## src/rtl/receiver_pkg.sv

```systemverilog
// Shared types and default sizing for the serial receiver front end.
package receiver_pkg;

    typedef enum logic [1:0] {IDLE, START, DATA, STOP} rx_state_t;

    localparam int DEF_DATA_WIDTH   = 8;
    localparam int DEF_CLKS_PER_BIT = 16;

endpackage

```

## src/rtl/sync2ff.sv

```systemverilog
// Two-flop synchroniser for a single asynchronous input; reset value is a parameter
// so idle-high lines do not produce a spurious edge when reset is released.
module sync2ff #(
    parameter logic RESET_VAL = 1'b1
) (
    input  logic i_clk,
    input  logic i_rst_n,
    input  logic i_d,
    output logic o_q
);

    logic r_meta;

    always_ff @(posedge i_clk or negedge i_rst_n) begin
        if (!i_rst_n) begin
            r_meta <= RESET_VAL;
            o_q    <= RESET_VAL;
        end else begin
            r_meta <= i_d;
            o_q    <= r_meta;
        end
    end

endmodule

```

## src/rtl/serial_receiver.sv

```systemverilog
// LSB-first 8N1 deserialiser feeding controlunit; holds each word until loaddata
// and reports framing errors and overruns.
module serial_receiver
    import receiver_pkg::*;
#(
    parameter int DATA_WIDTH   = DEF_DATA_WIDTH,
    parameter int CLKS_PER_BIT = DEF_CLKS_PER_BIT
) (
    input  logic                  clk,
    input  logic                  reset,
    input  logic                  rx_in,
    input  logic                  loaddata,
    output logic [DATA_WIDTH-1:0] inputdata,
    output logic                  inputdata_ready,
    output logic                  frame_error,
    output logic                  overrun
);

    localparam int CW = $clog2(CLKS_PER_BIT);
    localparam int BW = $clog2(DATA_WIDTH) + 1;
    localparam logic [CW-1:0] CNT_MID   = CW'(CLKS_PER_BIT / 2 - 1);
    localparam logic [CW-1:0] CNT_LAST  = CW'(CLKS_PER_BIT - 1);
    localparam logic [BW-1:0] BIDX_LAST = BW'(DATA_WIDTH - 1);

    rx_state_t             r_state;
    rx_state_t             w_state_nxt;
    logic [CW-1:0]         r_cnt;
    logic [BW-1:0]         r_bidx;
    logic [DATA_WIDTH-1:0] r_shift;
    logic                  w_rx_s;
    logic                  w_bit_end;
    logic                  w_data_smp;
    logic                  w_stop_smp;
    logic                  w_consume;

    sync2ff #(.RESET_VAL(1'b1)) u_rx_sync (
        .i_clk   (clk),
        .i_rst_n (reset),
        .i_d     (rx_in),
        .o_q     (w_rx_s)
    );

    assign w_bit_end  = (r_cnt == CNT_LAST);
    assign w_data_smp = (r_state == DATA) && w_bit_end;
    assign w_stop_smp = (r_state == STOP) && w_bit_end;
    assign w_consume  = inputdata_ready && loaddata;

    always_comb begin
        w_state_nxt = r_state;
        case (r_state)
            IDLE:  if (!w_rx_s) w_state_nxt = START;
            // A start bit that is high again at its midpoint was only a glitch
            START: if (r_cnt == CNT_MID) w_state_nxt = w_rx_s ? IDLE : DATA;
            DATA:  if (w_bit_end && (r_bidx == BIDX_LAST)) w_state_nxt = STOP;
            STOP:  if (w_bit_end) w_state_nxt = IDLE;
            default: w_state_nxt = IDLE;
        endcase
    end

    always_ff @(posedge clk or negedge reset) begin
        if (!reset) begin
            r_state <= IDLE;
            r_cnt   <= '0;
            r_bidx  <= '0;
        end else begin
            r_state <= w_state_nxt;
            if (w_state_nxt != r_state) begin
                r_cnt  <= '0;
                r_bidx <= '0;
            end else begin
                r_cnt <= w_bit_end ? '0 : r_cnt + 1'b1;
                if (w_data_smp) r_bidx <= r_bidx + 1'b1;
            end
        end
    end

    // Consume is applied first so a stop sample in the same cycle can reload the word
    always_ff @(posedge clk or negedge reset) begin
        if (!reset) begin
            r_shift         <= '0;
            inputdata       <= '0;
            inputdata_ready <= 1'b0;
            frame_error     <= 1'b0;
            overrun         <= 1'b0;
        end else begin
            frame_error <= 1'b0;
            if (w_data_smp) r_shift <= {w_rx_s, r_shift[DATA_WIDTH-1:1]};
            if (w_consume) begin
                inputdata_ready <= 1'b0;
                overrun         <= 1'b0;
            end
            if (w_stop_smp) begin
                if (!w_rx_s) begin
                    frame_error <= 1'b1;
                end else if (!inputdata_ready || loaddata) begin
                    inputdata       <= r_shift;
                    inputdata_ready <= 1'b1;
                end else begin
                    overrun <= 1'b1;
                end
            end
        end
    end

endmodule

```

## config.mk

```make
export PLATFORM = sky130hd
export DESIGN_NAME = serial_receiver
export DESIGN_NICKNAME = d
export VERILOG_FILES = /design/src/rtl/receiver_pkg.sv /design/src/rtl/sync2ff.sv /design/src/rtl/serial_receiver.sv
export SDC_FILE = /design/constraint.sdc
export NUM_CORES = 1
export LEC_CHECK = 0
export BUFFER_PORTS_ARGS = -buffer_cell sky130_fd_sc_hd__buf_4
export CAP_MARGIN = 20
export CORE_MARGIN = 2
export CORE_UTILIZATION = 50
export DETAILED_ROUTE_END_ITERATION = 16
export HOLD_SLACK_MARGIN = 0.08
export PLACE_DENSITY = 0.7
export SLEW_MARGIN = 10
export SYNTH_ARGS = -nofsm -noshare
export SYNTH_HDL_FRONTEND = slang
export SYNTH_SLANG_ARGS = --single-unit
```

## constraint.sdc

```tcl
create_clock -name clk -period 2.4 [get_ports clk]
set_clock_uncertainty 0.05 [all_clocks]
set_input_delay 0 -clock clk [delete_from_list [all_inputs] [get_ports clk]]
set_output_delay 0 -clock clk [all_outputs]
set_load 0.05 [all_outputs]
```

[Yosys cells after proc, flatten, opt, wreduce, memory -nomap -nowiden]
Index checks and enable logic that the tools add are counted.
Word-level totals
  register bits after elaboration: 31
  input port bits: 4
  output and inout port bits: 11
  logic and storage cells: 48
Operators by class
  add/subtract/negate cells: 2
  equal/unequal tests: 7
  multiplexer cells: 20
  reductions and logical operators: 9
Operators by type and width (count)
  two-way mux 4 bit: 4
  two-way mux 1 bit: 10
  two-way mux 2 bit: 5
  adder 4 x 1 -> 4 bit (second input constant): 2
  equality test 4 x 3 -> 1 bit (second input constant): 2
  one-hot mux 2 bit (4 select lines): 1
  equality test 2 bit (second input constant): 2
  equality test 4 bit (second input constant): 1
  logical AND 1 bit: 4
  AND reduction 3 bit: 1
  equality test 2 x 1 -> 1 bit (second input constant): 1
  logical NOT 2 bit: 1
  != test 2 bit: 1
  nonzero test 2 bit: 1
  logical NOT 1 bit: 1
  logical OR 1 bit: 1

[Longest topological paths before layout]
Gate-level depths: netlist (run 1).
  depth in word-level cells: 6
  gate-level depth with buffers: 5
  gate-level depth less buffers: 4

[By module]
Synthesis (run 1) repeated with hierarchy kept, for this count alone.
Second synthesis, totals
  cell total of the unflattened synthesis: 104
  area total of the unflattened synthesis: 1390.1 um2
By module, submodules not included
  serial_receiver: instances 1, cells each 102, area each 1337.5 um2, sequential area each 725.7 um2
  sync2ff: instances 1, cells each 2, area each 52.6 um2, sequential area each 52.6 um2

[Least setup slack after synthesis (run 1)]
OpenSTA, ideal clock, no wires.
  kind: register to register
  start point: register r_cnt[0]
  end point: register inputdata[0]
  library setup time: 0.125 ns
  arrival: 1.547 ns
  data required time: 2.225 ns
  path slack: 0.678 ns
  cell stages (with the launch flop): 5
  path buffers: 0
  clock period less this slack: 1.722 ns
  path through: dfrtp_1 -> ha_1 -> nand4_4 -> nor3_4 -> mux2_2
On the way
  cells in the longest elaborated chain, start to end: 3
RTL lines
  from (decl): line serial_receiver.sv:27  | logic [CW-1:0] r_cnt;
  from (signal assigned): line serial_receiver.sv:71  | r_cnt <= w_bit_end ? '0 : r_cnt + 1'b1;
  equality test 4 bit: line serial_receiver.sv:43  | assign w_bit_end = (r_cnt == CNT_LAST);
  logical AND 1 bit: line serial_receiver.sv:45  | assign w_stop_smp = (r_state == STOP) && w_bit_end;
  AND reduction 3 bit (no line)
  to (signal assigned): line serial_receiver.sv:96  | inputdata <= r_shift;
  to (decl): line serial_receiver.sv:13  | output logic [DATA_WIDTH-1:0] inputdata,
Every way passes these cells.
A chain may end at the register's enable or synchronous reset.

==> qor.txt, run 1 <==
RSZ-0062 raised after global routing = no
Clk slew on worst S/H paths = 0.09 ns
Tmin final = 1.987 ns
Post-DP HPWL = 1.615 mm
Fraction of layout cells with a size suffix above 1 = 36.00%
Total GRT Usage = 18.17%
Path type of the worst min-delay path = in2reg
Die Height = 55.55 um
Later-pin clock latency in the skew report = 0.33 ns
First-pass GRT wire length = 4.167 mm
Post-cts sizing count = 0
Ys flop type = dfrtp_1
Met2 usage = 25.68%
Max_slew headroom = 54.43%
Clock sink total = 31
Vias/cell = 5.723
Final setup fails = 0
Routed wire length per instance = 15.43 um
Slew Viols, Final = 0
Synth Area per Inst = 13.03 um^2
DRC viols = 0
Power Density = 977.8 nW/um^2
Area delta synth->final = 19.21%
M1 GR Usage = 24.22%
Setup Crit Path Kind = in2async
Total wire length = 2.392 mm
Site row count = 18
Crit path DAT = 2.35 ns
IO buf count = 14
DRT antenna net count = 0
Synthesis Warnings = 0
Top cells by area, synth = dfrtp_1, mux2_2, dfstp_2
Gate count of the mapped netlist = 102
CTS root buf = clkbuf_4
Initial Util = 53.15%
Nets@finish = 130
Routed via count = 887
Seq/Total Area, Yosys = 58.57%
Vias in the first global route = 877
Largest net degree at the start of global routing = 18
Setup TNS = 0 ns
Antenna violations before repair = 0
Crit share post-route = 82.78%
Most congested layer reported by global routing = met2
Filler cell count = 191
Routing usage on met3 = 5.386%
Chip width = 55.55 um
FF/Latch Area = 778.2 um^2
Area occupied by multi-input gates = 515.5 um^2
Core box area = 2500 um^2
Flops & latches, synth = 31
Number of H-tree levels = 2
Synth unique cells = 36
IO Pins = 15
Asr flop ratio synth = 100.0%
Startpoint types = primary input
Peak VDD IR = 0.6466 mV
Status = finished clean
Total CTS buffers = 5
Max cap viols = 0
Syn_nets = 108
LEAKAGE = 0.7462 nW
GRT overflow = 0
Fmax = 0.5034 GHz
TritonRoute pass-1 iters = 4
Overall Power = 1.549 mW
Least-Margin Pin Slew = 0.6813 ns
Die ar. = 3086 um^2
Synthesized area = 1329 um^2
Post-synth EDFFs = 0
Top-area cell type share of the netlist area = 54.61%
Final hold violation count = 0
Diode count = 0
Most common cell after layout, fill and taps aside = dfrtp_1
Biggest area consumer among synthesized cells = dfrtp_1
Clock Tree Buf Depth = 2
Crit path required time = 2.76 ns
Crit path max fanout = 17
Crit end category = async pin
GPL Wtd Cong = 0.7736
Most frequent cells in the layout = dfrtp_1, mux2_2, buf_4, nor2_1, a21oi_1
CTS tree = done
Detailed Route Iter0 Violations = 15
==> flip-flops by register name (all words and copies together) (netlist names) <==
name	count
frame_error	1
inputdata	8
inputdata_ready	1
overrun	1
r_bidx	4
r_cnt	4
r_shift	8
r_state	2
u_rx_sync.o_q	1
u_rx_sync.r_meta	1
==> worst max-delay path: stages <==
cell	delay (ns)
dlygate4sd3_1	0.52
dlygate4sd3_1	0.55
buf_4	0.24
dlygate4sd3_1	1.03
==> path summary, 6_finish.rpt <==
kind | slack [ns] | cells after the start | from | to
worst max register to register | 0.46 | 4 | r_cnt[0] | inputdata[2]
worst min register to register | 0.31 | 0 | u_rx_sync.r_meta | u_rx_sync.o_q
max in group clk | 0.46 | 4 | r_cnt[0] | inputdata[2]
worst max-delay path | 0.41 | 4 | reset | r_shift[2]
min in group asynchronous | 0.55 | 3 | reset | r_cnt[2]
worst min-delay path | 0.28 | 2 | rx_in | u_rx_sync.r_meta
==> timing repair <==
| action | in CTS | in global routing |
|---|---|---|
| setup buffers | 0 | 0 |
| hold endpoints to repair | 33 | 0 |
| hold buffers | 5 | 0 |
==> metrics by stage <==
stage | setup slack (ns) | utilization [%] | area [um^2] | hold WS (ns) | std cells
floorplan | 0.6783 | - | 1329 | -0.3456 | 102
global placement | 0.5539 | 57.91 | 1448 | -0.1034 | 142
detailed placement | 0.4837 | 57.91 | 1448 | -0.09904 | 142
CTS | 0.3627 | 63.36 | 1584 | 0.2595 | 155
global route | 0.1725 | 63.36 | 1584 | 0.2622 | 155
finish | 0.4134 | 63.36 | 1584 | 0.2761 | 155
==> layer usage <==
layer / up-vias / routed length, um
li1: 417 / -
met3: 8 / 100
met4: 0 / 68
met2: 25 / 1113
met1: 437 / 1110
met5: - / 0
==> layout make-up <==
type                       instances  share of cell area, %
clock buffer                       6                  3.239
sequential                        31                  49.13
inverter                           3                 0.7109
multi-input combinational         64                  32.54
tap                               30                  2.370
clock inverter                     2                  2.212
timing repair buffer              19                  9.795
==> cells by family after synthesis <==
| kind of cell | Yosys count | synth area share [%] |
|---|---|---|
| compound gates | 17 | 8.947 |
| xor+xnor | 2 | 1.319 |
| fa+ha+maj | 2 | 1.883 |
| buf+inv | 7 | 2.636 |
| flops | 31 | 58.57 |
| mux | 16 | 13.56 |
| simple gates | 27 | 13.09 |
==> synth_stat cells, types with 2 or more instances <==
cell / number
nand2_1: 4
ha_1: 2
a31oi_1: 2
nand3_1: 4
nand4_1: 2
buf_4: 2
mux2_2: 16
dfstp_2: 2
dfrtp_1: 29
a21oi_1: 6
nor2_1: 6
inv_1: 3
==> power breakdown <==
group          switching [mW]  leakage, nW  internal [mW]
registers               0.133        0.401          0.612
clock network           0.178       0.0482          0.246
logic                   0.218        0.297          0.163
Power figures use the tool's default switching activity.
==> run 2: changes to the inputs <==
clock period = 1.85 ns   (was 2.4 ns; I/O delays follow)
==> run 2 against run 1 <==
  * Die area unchanged
  * Final area up 1.6%
  * Clock power up 28%
  * Largest power group unchanged
==> qor.txt, run 2 (synthesized netlist as in run 1, its figures left out) <==
Status = finished clean
Metal-1 WL = 1.075 mm
DRC viols = 0
Setup TNS = 0 ns
Post-cts sizing count = 0
Crit end category = flip-flop
Setup Crit Path Kind = reg2reg
Area delta synth->final = 21.09%
CTS root buf = clkbuf_4
IO buf count = 14
Total CTS buffers = 5
Worst-path cell chain = ha_1 -> nand4_4 -> nor3_4 -> buf_4 -> mux2_2
Area occupied by multi-input gates = 515.5 um^2
WL met3 = 72 um
Clock sink total = 31
Largest net degree at the start of global routing = 32
Clk slew on worst S/H paths = 0.10 ns
GPL Wtd Cong = 0.7463
RSZ-0062 raised after global routing = no
Largest regs = inputdata: 8 flops, r_shift: 8 flops
Final setup fails = 0
CP bufs+invs = 1
Routed wire length per instance = 14.26 um
Die ar. = 3086 um^2
Chip width = 55.55 um
Max_slew headroom = 74.61%
Vias in the first global route = 886
Most common cell after layout, fill and taps aside = dfrtp_1
Startpoint types = flip-flop
CP max-delay cell = dfrtp_1
Dpl ws = 0.1449 ns
Post-DP HPWL = 1.600 mm
IO Pins = 15
Tmin final = 1.693 ns
Least-Margin Pin Slew = 0.3809 ns
Crit path required time = 2.01 ns
Routed wl met2 = 1.069 mm
Overall Power = 2.024 mW
Fmax = 0.5908 GHz
Most frequent cells in the layout = dfrtp_1, buf_4, mux2_2, nor2_1, a21oi_1
Fin worst setup slack = 0.1573 ns
Crit path DAT = 1.86 ns
Filler cell count = 190
Vias/cell = 5.660
Later-pin clock latency in the skew report = 0.32 ns
Max cap viols = 0
First-pass GRT wire length = 3.919 mm
Total GRT Usage = 16.48%
Crit share post-route = 91.50%
Worst hold margin = 0.07895 ns
LEAKAGE = 0.7702 nW
Diode count = 0
Path type of the worst min-delay path = in2async
Nets@finish = 134
Final hold violation count = 0
Detailed Route Iter0 Violations = 26
Dominant delay contributor by cell family on the critical path = simple AND/OR/NAND/NOR gates
GRT overflow = 0
Core box area = 2500 um^2
Die Height = 55.55 um
Largest stage delay, worst path = 0.40 ns
FF/Latch Area = 778.2 um^2
Peak VDD IR = 0.8621 mV
Fraction of layout cells with a size suffix above 1 = 39.53%
Number of H-tree levels = 2
Post-CTS setup buffer count = 0
Initial Util = 53.15%
Max Used Layer = met4
Clock Tree Buf Depth = 2
Post-CTS Hold Buffers = 3
Fin util = 64.36%
Site row count = 18
DRT antenna net count = 0
Power Density = 1258 nW/um^2
CTS tree = done
TritonRoute pass-1 iters = 2
Total wire length = 2.268 mm
Antenna violations before repair = 0
Slew Viols, Final = 0
Routed via count = 900
Crit path max fanout = 7
==> run 2: cell types whose count changed in the layout (fill, tap and decap cells not counted), sizes merged <==
cell         change
buf              +6
dlygate4sd3      -2
==> run 2: worst paths after layout <==
| kind | start | to | cells past startpoint | slack (ns) |
|---|---|---|---|---|
| setup / recovery | r_cnt[0] | inputdata[3] | 5 | 0.16 |
| hold / removal | reset | r_bidx[1] | 2 | 0.08 |
| setup reg to reg | r_cnt[0] | inputdata[3] | 5 | 0.16 |
| hold reg to reg | u_rx_sync.r_meta | u_rx_sync.o_q | 0 | 0.31 |
| max in group asynchronous | reset | u_rx_sync.r_meta | 2 | 1.34 |
| min in group clk | rx_in | u_rx_sync.r_meta | 2 | 0.28 |
==> run 2: metal layers <==
layer,vias to the layer above,track usage [%]
met5,-,0
met4,0,8.711
met3,7,4.918
met2,14,25.34
met1,452,20.96
li1,427,-
==> run 2: area by class of cell <==
| type | count | share of cell area, % |
|---|---|---|
| clock buffer | 6 | 3.188 |
| inverter | 3 | 0.6998 |
| sequential | 31 | 48.37 |
| timing repair buffer | 23 | 11.20 |
| tap | 30 | 2.333 |
| multi-input combinational | 64 | 32.04 |
| clock inverter | 2 | 2.177 |
==> run 2: stage by stage <==
step / std cells / cell area [um^2]
after floorplan: 102 / 1329
after global placement: 148 / 1493
after detailed placement: 148 / 1493
after CTS: 159 / 1609
after global routing: 159 / 1609
final: 159 / 1609
==> run 2: power breakdown <==
group	internal [mW]	leakage, nW	switching (mW)
sequential	0.793	0.401	0.169
clock	0.319	0.0482	0.224
combinational	0.239	0.321	0.279
total	1.35	0.770	0.673
